`config.mk`:
```
export PLATFORM = sky130hd
export DESIGN_NAME = bus_arb2_flat
export DESIGN_NICKNAME = d
export VERILOG_FILES = /design/src/rtl/bus_arb2_if.sv /design/src/rtl/bus_arb2.sv /design/src/flat_wrapper.sv
export SDC_FILE = /design/constraint.sdc
export NUM_CORES = 1
export LEC_CHECK = 0
export BUFFER_PORTS_ARGS = -buffer_cell sky130_fd_sc_hd__buf_4
export CORE_AREA = 2 2 136 138
export CTS_CLUSTER_SIZE = 40
export DETAILED_ROUTE_END_ITERATION = 10
export DIE_AREA = 0 0 138 140
export PLACE_DENSITY = 0.82
export SYNTH_ARGS = -nofsm -noshare
export SYNTH_HDL_FRONTEND = slang
export SYNTH_SLANG_ARGS = --single-unit
```
`constraint.sdc`:
```
create_clock -name clk -period 2.7 [get_ports clk]
set_clock_uncertainty 0.05 [all_clocks]
set_input_delay 0.135 -clock clk [delete_from_list [all_inputs] [get_ports clk]]
set_output_delay 0.135 -clock clk [all_outputs]
set_load 0.01 [all_outputs]
```
`src/rtl/bus_arb2_if.sv`:
```
// rtl/bus_arb2_if.sv - master-side and slave-side bus signals of the two-master arbiter
interface bus_arb2_if;
    logic        m0_rd_req;
    logic        m0_wr_req;
    logic [31:0] m0_addr;
    logic [3:0]  m0_be;
    logic [31:0] m0_wdata;
    logic [31:0] m0_rdata;
    logic        m0_ack;

    logic        m1_rd_req;
    logic        m1_wr_req;
    logic [31:0] m1_addr;
    logic [3:0]  m1_be;
    logic [31:0] m1_wdata;
    logic [31:0] m1_rdata;
    logic        m1_ack;

    logic        s_rd_req;
    logic        s_wr_req;
    logic [31:0] s_addr;
    logic [3:0]  s_be;
    logic [31:0] s_wdata;
    logic [31:0] s_rdata;
    logic        s_rd_ack;
    logic        s_wr_ack;

    // The arbiter masters the shared slave bus and serves both bus masters.
    modport master (
        input  m0_rd_req, m0_wr_req, m0_addr, m0_be, m0_wdata,
        output m0_rdata, m0_ack,
        input  m1_rd_req, m1_wr_req, m1_addr, m1_be, m1_wdata,
        output m1_rdata, m1_ack,
        output s_rd_req, s_wr_req, s_addr, s_be, s_wdata,
        input  s_rdata, s_rd_ack, s_wr_ack
    );

    modport slave (
        output m0_rd_req, m0_wr_req, m0_addr, m0_be, m0_wdata,
        input  m0_rdata, m0_ack,
        output m1_rd_req, m1_wr_req, m1_addr, m1_be, m1_wdata,
        input  m1_rdata, m1_ack,
        input  s_rd_req, s_wr_req, s_addr, s_be, s_wdata,
        output s_rdata, s_rd_ack, s_wr_ack
    );
endinterface

```
`src/rtl/bus_arb2.sv`:
```
// rtl/bus_arb2.sv - round-robin two-master peripheral bus arbiter with timeout watchdog
module bus_arb2 #(
    parameter int unsigned TIMEOUT      = 255,
    parameter logic [31:0] TIMEOUT_DATA = 32'hDEAD_BEEF
) (
    input  logic        clk,
    input  logic        reset,
    bus_arb2_if.master  bus,
    output logic        timeout_err,
    output logic [31:0] err_addr,
    output logic [7:0]  err_count
);

    typedef enum logic [1:0] {
        S_IDLE,
        S_ISSUE,
        S_WAIT,
        S_RESP
    } state_t;

    localparam logic [15:0] TIMEOUT_LAST = 16'(TIMEOUT - 1);

    state_t      state_q;
    state_t      state_d;
    logic        last_grant_q;
    logic        grant_q;
    logic [15:0] cnt_q;

    logic        req0;
    logic        req1;
    logic        slave_ack;
    logic        grant_en;
    logic        grant_sel;
    logic        grant_wr;
    logic [31:0] grant_addr;
    logic [3:0]  grant_be;
    logic [31:0] grant_wdata;
    logic        complete;
    logic        timed_out;
    logic [31:0] resp_data;

    always_comb begin
        state_d     = state_q;
        grant_en    = 1'b0;
        grant_sel   = 1'b0;
        complete    = 1'b0;
        timed_out   = 1'b0;
        req0        = bus.m0_rd_req | bus.m0_wr_req;
        req1        = bus.m1_rd_req | bus.m1_wr_req;
        slave_ack   = bus.s_rd_ack | bus.s_wr_ack;

        case (state_q)
            S_IDLE: begin
                if (req0 || req1) begin
                    grant_en  = 1'b1;
                    // On a tie the master that did not win last time goes next.
                    grant_sel = (req0 && req1) ? ~last_grant_q : req1;
                    state_d   = S_ISSUE;
                end
            end
            S_ISSUE: begin
                if (slave_ack) begin
                    complete = 1'b1;
                    state_d  = S_RESP;
                end else begin
                    state_d  = S_WAIT;
                end
            end
            S_WAIT: begin
                if (slave_ack) begin
                    complete = 1'b1;
                    state_d  = S_RESP;
                end else if (cnt_q == TIMEOUT_LAST) begin
                    complete  = 1'b1;
                    timed_out = 1'b1;
                    state_d   = S_RESP;
                end
            end
            S_RESP: begin
                state_d = S_IDLE;
            end
            default: begin
                state_d = S_IDLE;
            end
        endcase

        grant_wr    = grant_sel ? bus.m1_wr_req : bus.m0_wr_req;
        grant_addr  = grant_sel ? bus.m1_addr   : bus.m0_addr;
        grant_be    = grant_sel ? bus.m1_be     : bus.m0_be;
        grant_wdata = grant_sel ? bus.m1_wdata  : bus.m0_wdata;
        resp_data   = timed_out ? TIMEOUT_DATA  : bus.s_rdata;
    end

    always_ff @(posedge clk) begin
        if (reset) begin
            state_q      <= S_IDLE;
            last_grant_q <= 1'b1;
            grant_q      <= 1'b0;
            cnt_q        <= '0;
            bus.s_rd_req <= 1'b0;
            bus.s_wr_req <= 1'b0;
            bus.s_addr   <= '0;
            bus.s_be     <= '0;
            bus.s_wdata  <= '0;
            bus.m0_ack   <= 1'b0;
            bus.m1_ack   <= 1'b0;
            bus.m0_rdata <= '0;
            bus.m1_rdata <= '0;
            timeout_err  <= 1'b0;
            err_addr     <= '0;
            err_count    <= '0;
        end else begin
            state_q      <= state_d;
            bus.s_rd_req <= 1'b0;
            bus.s_wr_req <= 1'b0;
            bus.m0_ack   <= 1'b0;
            bus.m1_ack   <= 1'b0;
            timeout_err  <= 1'b0;

            if (grant_en) begin
                grant_q      <= grant_sel;
                last_grant_q <= grant_sel;
                bus.s_addr   <= grant_addr;
                bus.s_be     <= grant_be;
                bus.s_wdata  <= grant_wdata;
                bus.s_wr_req <= grant_wr;
                bus.s_rd_req <= ~grant_wr;
            end

            if (state_q == S_ISSUE) begin
                cnt_q <= '0;
            end else if (state_q == S_WAIT) begin
                cnt_q <= cnt_q + 16'd1;
            end

            // Read data register doubles as the per-master hold register.
            if (complete) begin
                if (grant_q) begin
                    bus.m1_ack   <= 1'b1;
                    bus.m1_rdata <= resp_data;
                end else begin
                    bus.m0_ack   <= 1'b1;
                    bus.m0_rdata <= resp_data;
                end
            end

            if (timed_out) begin
                timeout_err <= 1'b1;
                err_addr    <= bus.s_addr;
                if (err_count != 8'hFF) begin
                    err_count <= err_count + 8'd1;
                end
            end
        end
    end

endmodule

```
`src/flat_wrapper.sv`:
```
// flat-port wrapper written by rule: the top's interface ports become plain ports
module bus_arb2_flat 
#(
    parameter int unsigned TIMEOUT      = 255,
    parameter logic [31:0] TIMEOUT_DATA = 32'hDEAD_BEEF
)
  (clk, reset, timeout_err, err_addr, err_count, bus_m0_rd_req, bus_m0_wr_req, bus_m0_addr, bus_m0_be, bus_m0_wdata, bus_m0_rdata, bus_m0_ack, bus_m1_rd_req, bus_m1_wr_req, bus_m1_addr, bus_m1_be, bus_m1_wdata, bus_m1_rdata, bus_m1_ack, bus_s_rd_req, bus_s_wr_req, bus_s_addr, bus_s_be, bus_s_wdata, bus_s_rdata, bus_s_rd_ack, bus_s_wr_ack);
  bus_arb2_if bus_i ();
  input  logic clk;
  input  logic reset;
  output logic timeout_err;
  output logic [31:0] err_addr;
  output logic [7:0] err_count;
  input wire logic [$bits(bus_i.m0_rd_req)-1:0] bus_m0_rd_req;
  input wire logic [$bits(bus_i.m0_wr_req)-1:0] bus_m0_wr_req;
  input wire logic [$bits(bus_i.m0_addr)-1:0] bus_m0_addr;
  input wire logic [$bits(bus_i.m0_be)-1:0] bus_m0_be;
  input wire logic [$bits(bus_i.m0_wdata)-1:0] bus_m0_wdata;
  output wire logic [$bits(bus_i.m0_rdata)-1:0] bus_m0_rdata;
  output wire logic [$bits(bus_i.m0_ack)-1:0] bus_m0_ack;
  input wire logic [$bits(bus_i.m1_rd_req)-1:0] bus_m1_rd_req;
  input wire logic [$bits(bus_i.m1_wr_req)-1:0] bus_m1_wr_req;
  input wire logic [$bits(bus_i.m1_addr)-1:0] bus_m1_addr;
  input wire logic [$bits(bus_i.m1_be)-1:0] bus_m1_be;
  input wire logic [$bits(bus_i.m1_wdata)-1:0] bus_m1_wdata;
  output wire logic [$bits(bus_i.m1_rdata)-1:0] bus_m1_rdata;
  output wire logic [$bits(bus_i.m1_ack)-1:0] bus_m1_ack;
  output wire logic [$bits(bus_i.s_rd_req)-1:0] bus_s_rd_req;
  output wire logic [$bits(bus_i.s_wr_req)-1:0] bus_s_wr_req;
  output wire logic [$bits(bus_i.s_addr)-1:0] bus_s_addr;
  output wire logic [$bits(bus_i.s_be)-1:0] bus_s_be;
  output wire logic [$bits(bus_i.s_wdata)-1:0] bus_s_wdata;
  input wire logic [$bits(bus_i.s_rdata)-1:0] bus_s_rdata;
  input wire logic [$bits(bus_i.s_rd_ack)-1:0] bus_s_rd_ack;
  input wire logic [$bits(bus_i.s_wr_ack)-1:0] bus_s_wr_ack;
  assign bus_i.m0_rd_req = bus_m0_rd_req;
  assign bus_i.m0_wr_req = bus_m0_wr_req;
  assign bus_i.m0_addr = bus_m0_addr;
  assign bus_i.m0_be = bus_m0_be;
  assign bus_i.m0_wdata = bus_m0_wdata;
  assign bus_m0_rdata = bus_i.m0_rdata;
  assign bus_m0_ack = bus_i.m0_ack;
  assign bus_i.m1_rd_req = bus_m1_rd_req;
  assign bus_i.m1_wr_req = bus_m1_wr_req;
  assign bus_i.m1_addr = bus_m1_addr;
  assign bus_i.m1_be = bus_m1_be;
  assign bus_i.m1_wdata = bus_m1_wdata;
  assign bus_m1_rdata = bus_i.m1_rdata;
  assign bus_m1_ack = bus_i.m1_ack;
  assign bus_s_rd_req = bus_i.s_rd_req;
  assign bus_s_wr_req = bus_i.s_wr_req;
  assign bus_s_addr = bus_i.s_addr;
  assign bus_s_be = bus_i.s_be;
  assign bus_s_wdata = bus_i.s_wdata;
  assign bus_i.s_rdata = bus_s_rdata;
  assign bus_i.s_rd_ack = bus_s_rd_ack;
  assign bus_i.s_wr_ack = bus_s_wr_ack;
  bus_arb2 #(.TIMEOUT(TIMEOUT), .TIMEOUT_DATA(TIMEOUT_DATA)) u_core (.clk(clk), .reset(reset), .bus(bus_i), .timeout_err(timeout_err), .err_addr(err_addr), .err_count(err_count));
endmodule
```
==> flow_summary.ini <==
[clocking]
path_clk_slew_ns = 0.07
post_cts_buffers = 0
cts_root_buf = clkbuf_16
htreeDepth = 4
clk_latency_ns = 0.43
tritoncts = done
numCtsBuffers = 17
cts_max_path_buffers = 2
cts_sinks = 197

[grt]
gr-usage-met3 = 0.0554
busiest_layer = met2
met1_usage = 0.281
grt_util_met2 = 0.449
antenna_found_initial = 0
grt_pass1_wl_mm = 39.6
gr-usage-all-layers = 0.252
grt_max_degree = 86
grt_pass1_vias = 7900
overflow = 0

[drt]
post_drt_wl_per_cell_um = 16.4
wl_mm = 25.5
first_pass_iters = 4
drc = 0
drtAntennaViolNets = 0
vias_per_cell = 5.21
via_count = 8092
first_iter_violations = 374

[layout]
drive_gt1_frac = 0.327
fin_area_um2 = 12300
syn_to_final_growth_pct = 54.7
diodes = 0
nNetsFinal = 1493
finish.utilization = 0.691
n_fill_cell = 1359

[placement]
place_area_um2 = 10900
hpwlAfterDp_mm = 17.6
gp_congestion = 0.820
pre_cts_ws_ns = 0.177
portBuffers = 352

[run]
cap_violations = 0

[sta]
relSlewSlack = 0.451
worstMarginPinSlew_ns = 0.822
hold_viol = 0
rsz0062_at_grt = no
setup-violations-final = 0
max_clock_freq_ghz = 0.391
fin_crit_sh = 0.947
fin_ws_ns = 0.142
post-route-min-period_ns = 2.56
maxSlewViolCount = 0
fin_tns_setup_ns = 0

[yosys]
synthCells = 900
ys_warn_count = 0
ys_ff_latch = 197
seq_area_frac_synth = 0.496
syn_area_um2 = 7950
synth_fp_nets = 1082
ys_types = 43
avgSynthCellArea_um2 = 8.83

[power_and_ir_drop]
comb_power_share = 0.403
swShare = 0.348
power_switching_mw = 3.85
p_leak_nw = 5.17
powerDensity_nw_per_um2 = 901
clkPwrFrac = 0.233
vdd_drop_max_uv = 465
intPower_mw = 7.22
power_frac_seq = 0.364

[critical_path]
cp.arrival_ns = 2.85
worstSetupStartpointType = flip-flop
path_max_fanout = 24
crit_required_ns = 3.00
endpoint_kind = flip-flop
critPathKind = reg -> reg

[hold_path]
hold_path.class = in -> reg

[die]
initial_utilization = 0.447
die_width_um = 138
die_y_um = 140
fp-row-count = 49
coreArea_um2 = 17800
die_area_um2 = 19300
io_pins = 353

[run_status]
status = complete, no violations
[routing by layer]
layer / routed length, µm / vias up
met5: 0 / -
met4: 1150 / 0
met3: 1690 / 64
met2: 12900 / 341
met1: 9750 / 3738
li1: - / 3949
[area by class of cell]
cell class / instances / area, µm² / area share
clock buffer: 18 / 429 / 0.0349
clock inverter: 13 / 170 / 0.0138
inverter: 6 / 22.5 / 0.00183
multi-input combinational: 625 / 3630 / 0.296
sequential: 197 / 3940 / 0.321
tap: 229 / 287 / 0.0233
timing repair buffer: 464 / 3800 / 0.309
[logic make-up (layout without fill, tap and decap cells)]
| family | count (synthesis) | count (layout) | synth area share |
|---|---|---|---|
| compound gates | 136 | 137 | 0.115 |
| xor+xnor | 17 | 17 | 0.0187 |
| fa+ha+maj | 6 | 6 | 0.00945 |
| buf+inv | 79 | 501 | 0.0502 |
| flops | 197 | 197 | 0.496 |
| mux | 71 | 71 | 0.0896 |
| simple gates | 394 | 394 | 0.220 |
[what timing repair did]
item                                    in CTS  in global routing
endpoints found under the hold margin       92                  1
hold buffers                                75                  1
resized for setup                            0                  3
endpoints found under the setup margin       0                 10
[synth_stat cells, drive strengths merged]
cell	count	area share
nand3	21	0.013
and3	8	0.0063
nor3b	1	0.00095
a311oi	1	0.0011
mux2	1	0.0014
xnor2	8	0.0088
clkbuf	43	0.020
a32oi	1	0.0011
nor4b	1	0.0011
or3	1	0.00079
inv	6	0.0028
nand4	6	0.0047
mux2i	70	0.088
a211o	3	0.0033
nand2b	2	0.0016
ha	6	0.0094
nor2b	2	0.0016
nor2	148	0.071
or4b	1	0.0013
buf	30	0.027
nand4b	1	0.0011
o21a	2	0.0019
nor3	103	0.066
dfxtp	197	0.50
o211a	1	0.0013
nand2	90	0.043
xor2	9	0.0099
nand3b	1	0.00095
a31o	1	0.0011
nor4	4	0.0039
or4	2	0.0024
a211oi	71	0.070
o21ai	2	0.0013
or2	2	0.0016
a21oi	54	0.034
[sequential cells by signal, summed over array words and instances, names as in the netlist, 2 cells and up]
register	flops
u_core.cnt_q	16
u_core.bus.m0_rdata	32
u_core.bus.m1_rdata	32
u_core.state_q	2
u_core.err_count	8
u_core.bus.s_addr	32
u_core.err_addr	32
u_core.bus.s_wdata	32
u_core.bus.s_be	4
[cell usage in the layout, fill, tap and decap left out, types with 5 or more instances in the layout]
cell type      instances
ha_1                   5
nand3_1               21
inv_1                  6
dfxtp_1              197
inv_6                  5
clkbuf_16             17
dlygate4sd3_1         76
xor2_1                 9
nor2_1               147
a21oi_1               54
xnor2_1                8
nand2_1               90
and3_1                 8
buf_12                10
buf_4                377
nor3_1               101
a211oi_1              69
mux2i_1               70
nand4_1                6
[power groups by stage]
stage               registers (mW)  clock network, mW  logic (mW)
global route                  4.10               2.77        4.86
global placement              4.05                  0        4.13
finish                        4.03               2.58        4.46
detailed placement            4.07                  0        4.24
floorplan                     4.30                  0        2.03
CTS                           4.01               2.63        4.39
[path summary, 6_finish.rpt]
kind,from,to,slack (ns),cells past startpoint
max reg2reg,u_core.cnt_q[12]$_SDFFE_PP0P_,u_core.bus.m1_rdata[9]$_SDFFE_PP0P_,0.14,7
min reg2reg,u_core.bus.m1_rdata[20]$_SDFFE_PP0P_,u_core.bus.m1_rdata[20]$_SDFFE_PP0P_,0.41,2
max,u_core.cnt_q[12]$_SDFFE_PP0P_,u_core.bus.m1_rdata[9]$_SDFFE_PP0P_,0.14,7
min,bus_m1_wdata[12],u_core.bus.s_wdata[12]$_SDFFE_PP0P_,0.01,3
[stage by stage]
stage | total power, mW | std cells | hold slack (ns)
floorplan | 6.33 | 900 | 0.233
global route | 11.7 | 1552 | 0.00931
global placement | 8.18 | 1444 | 0.359
detailed placement | 8.31 | 1444 | 0.365
finish | 11.1 | 1552 | 0.0102
CTS | 11.0 | 1550 | 0.000332
[critical path, cell delays in order (launching register included)]
cell and delay [ns]:
dfxtp_1 0.32, or4b_1 0.54, or4_4 0.61, buf_4 0.19, a211oi_4 0.29, buf_12 0.21
nor2_1 0.06, nor3_2 0.19
(Power assumes the default switching activity.)
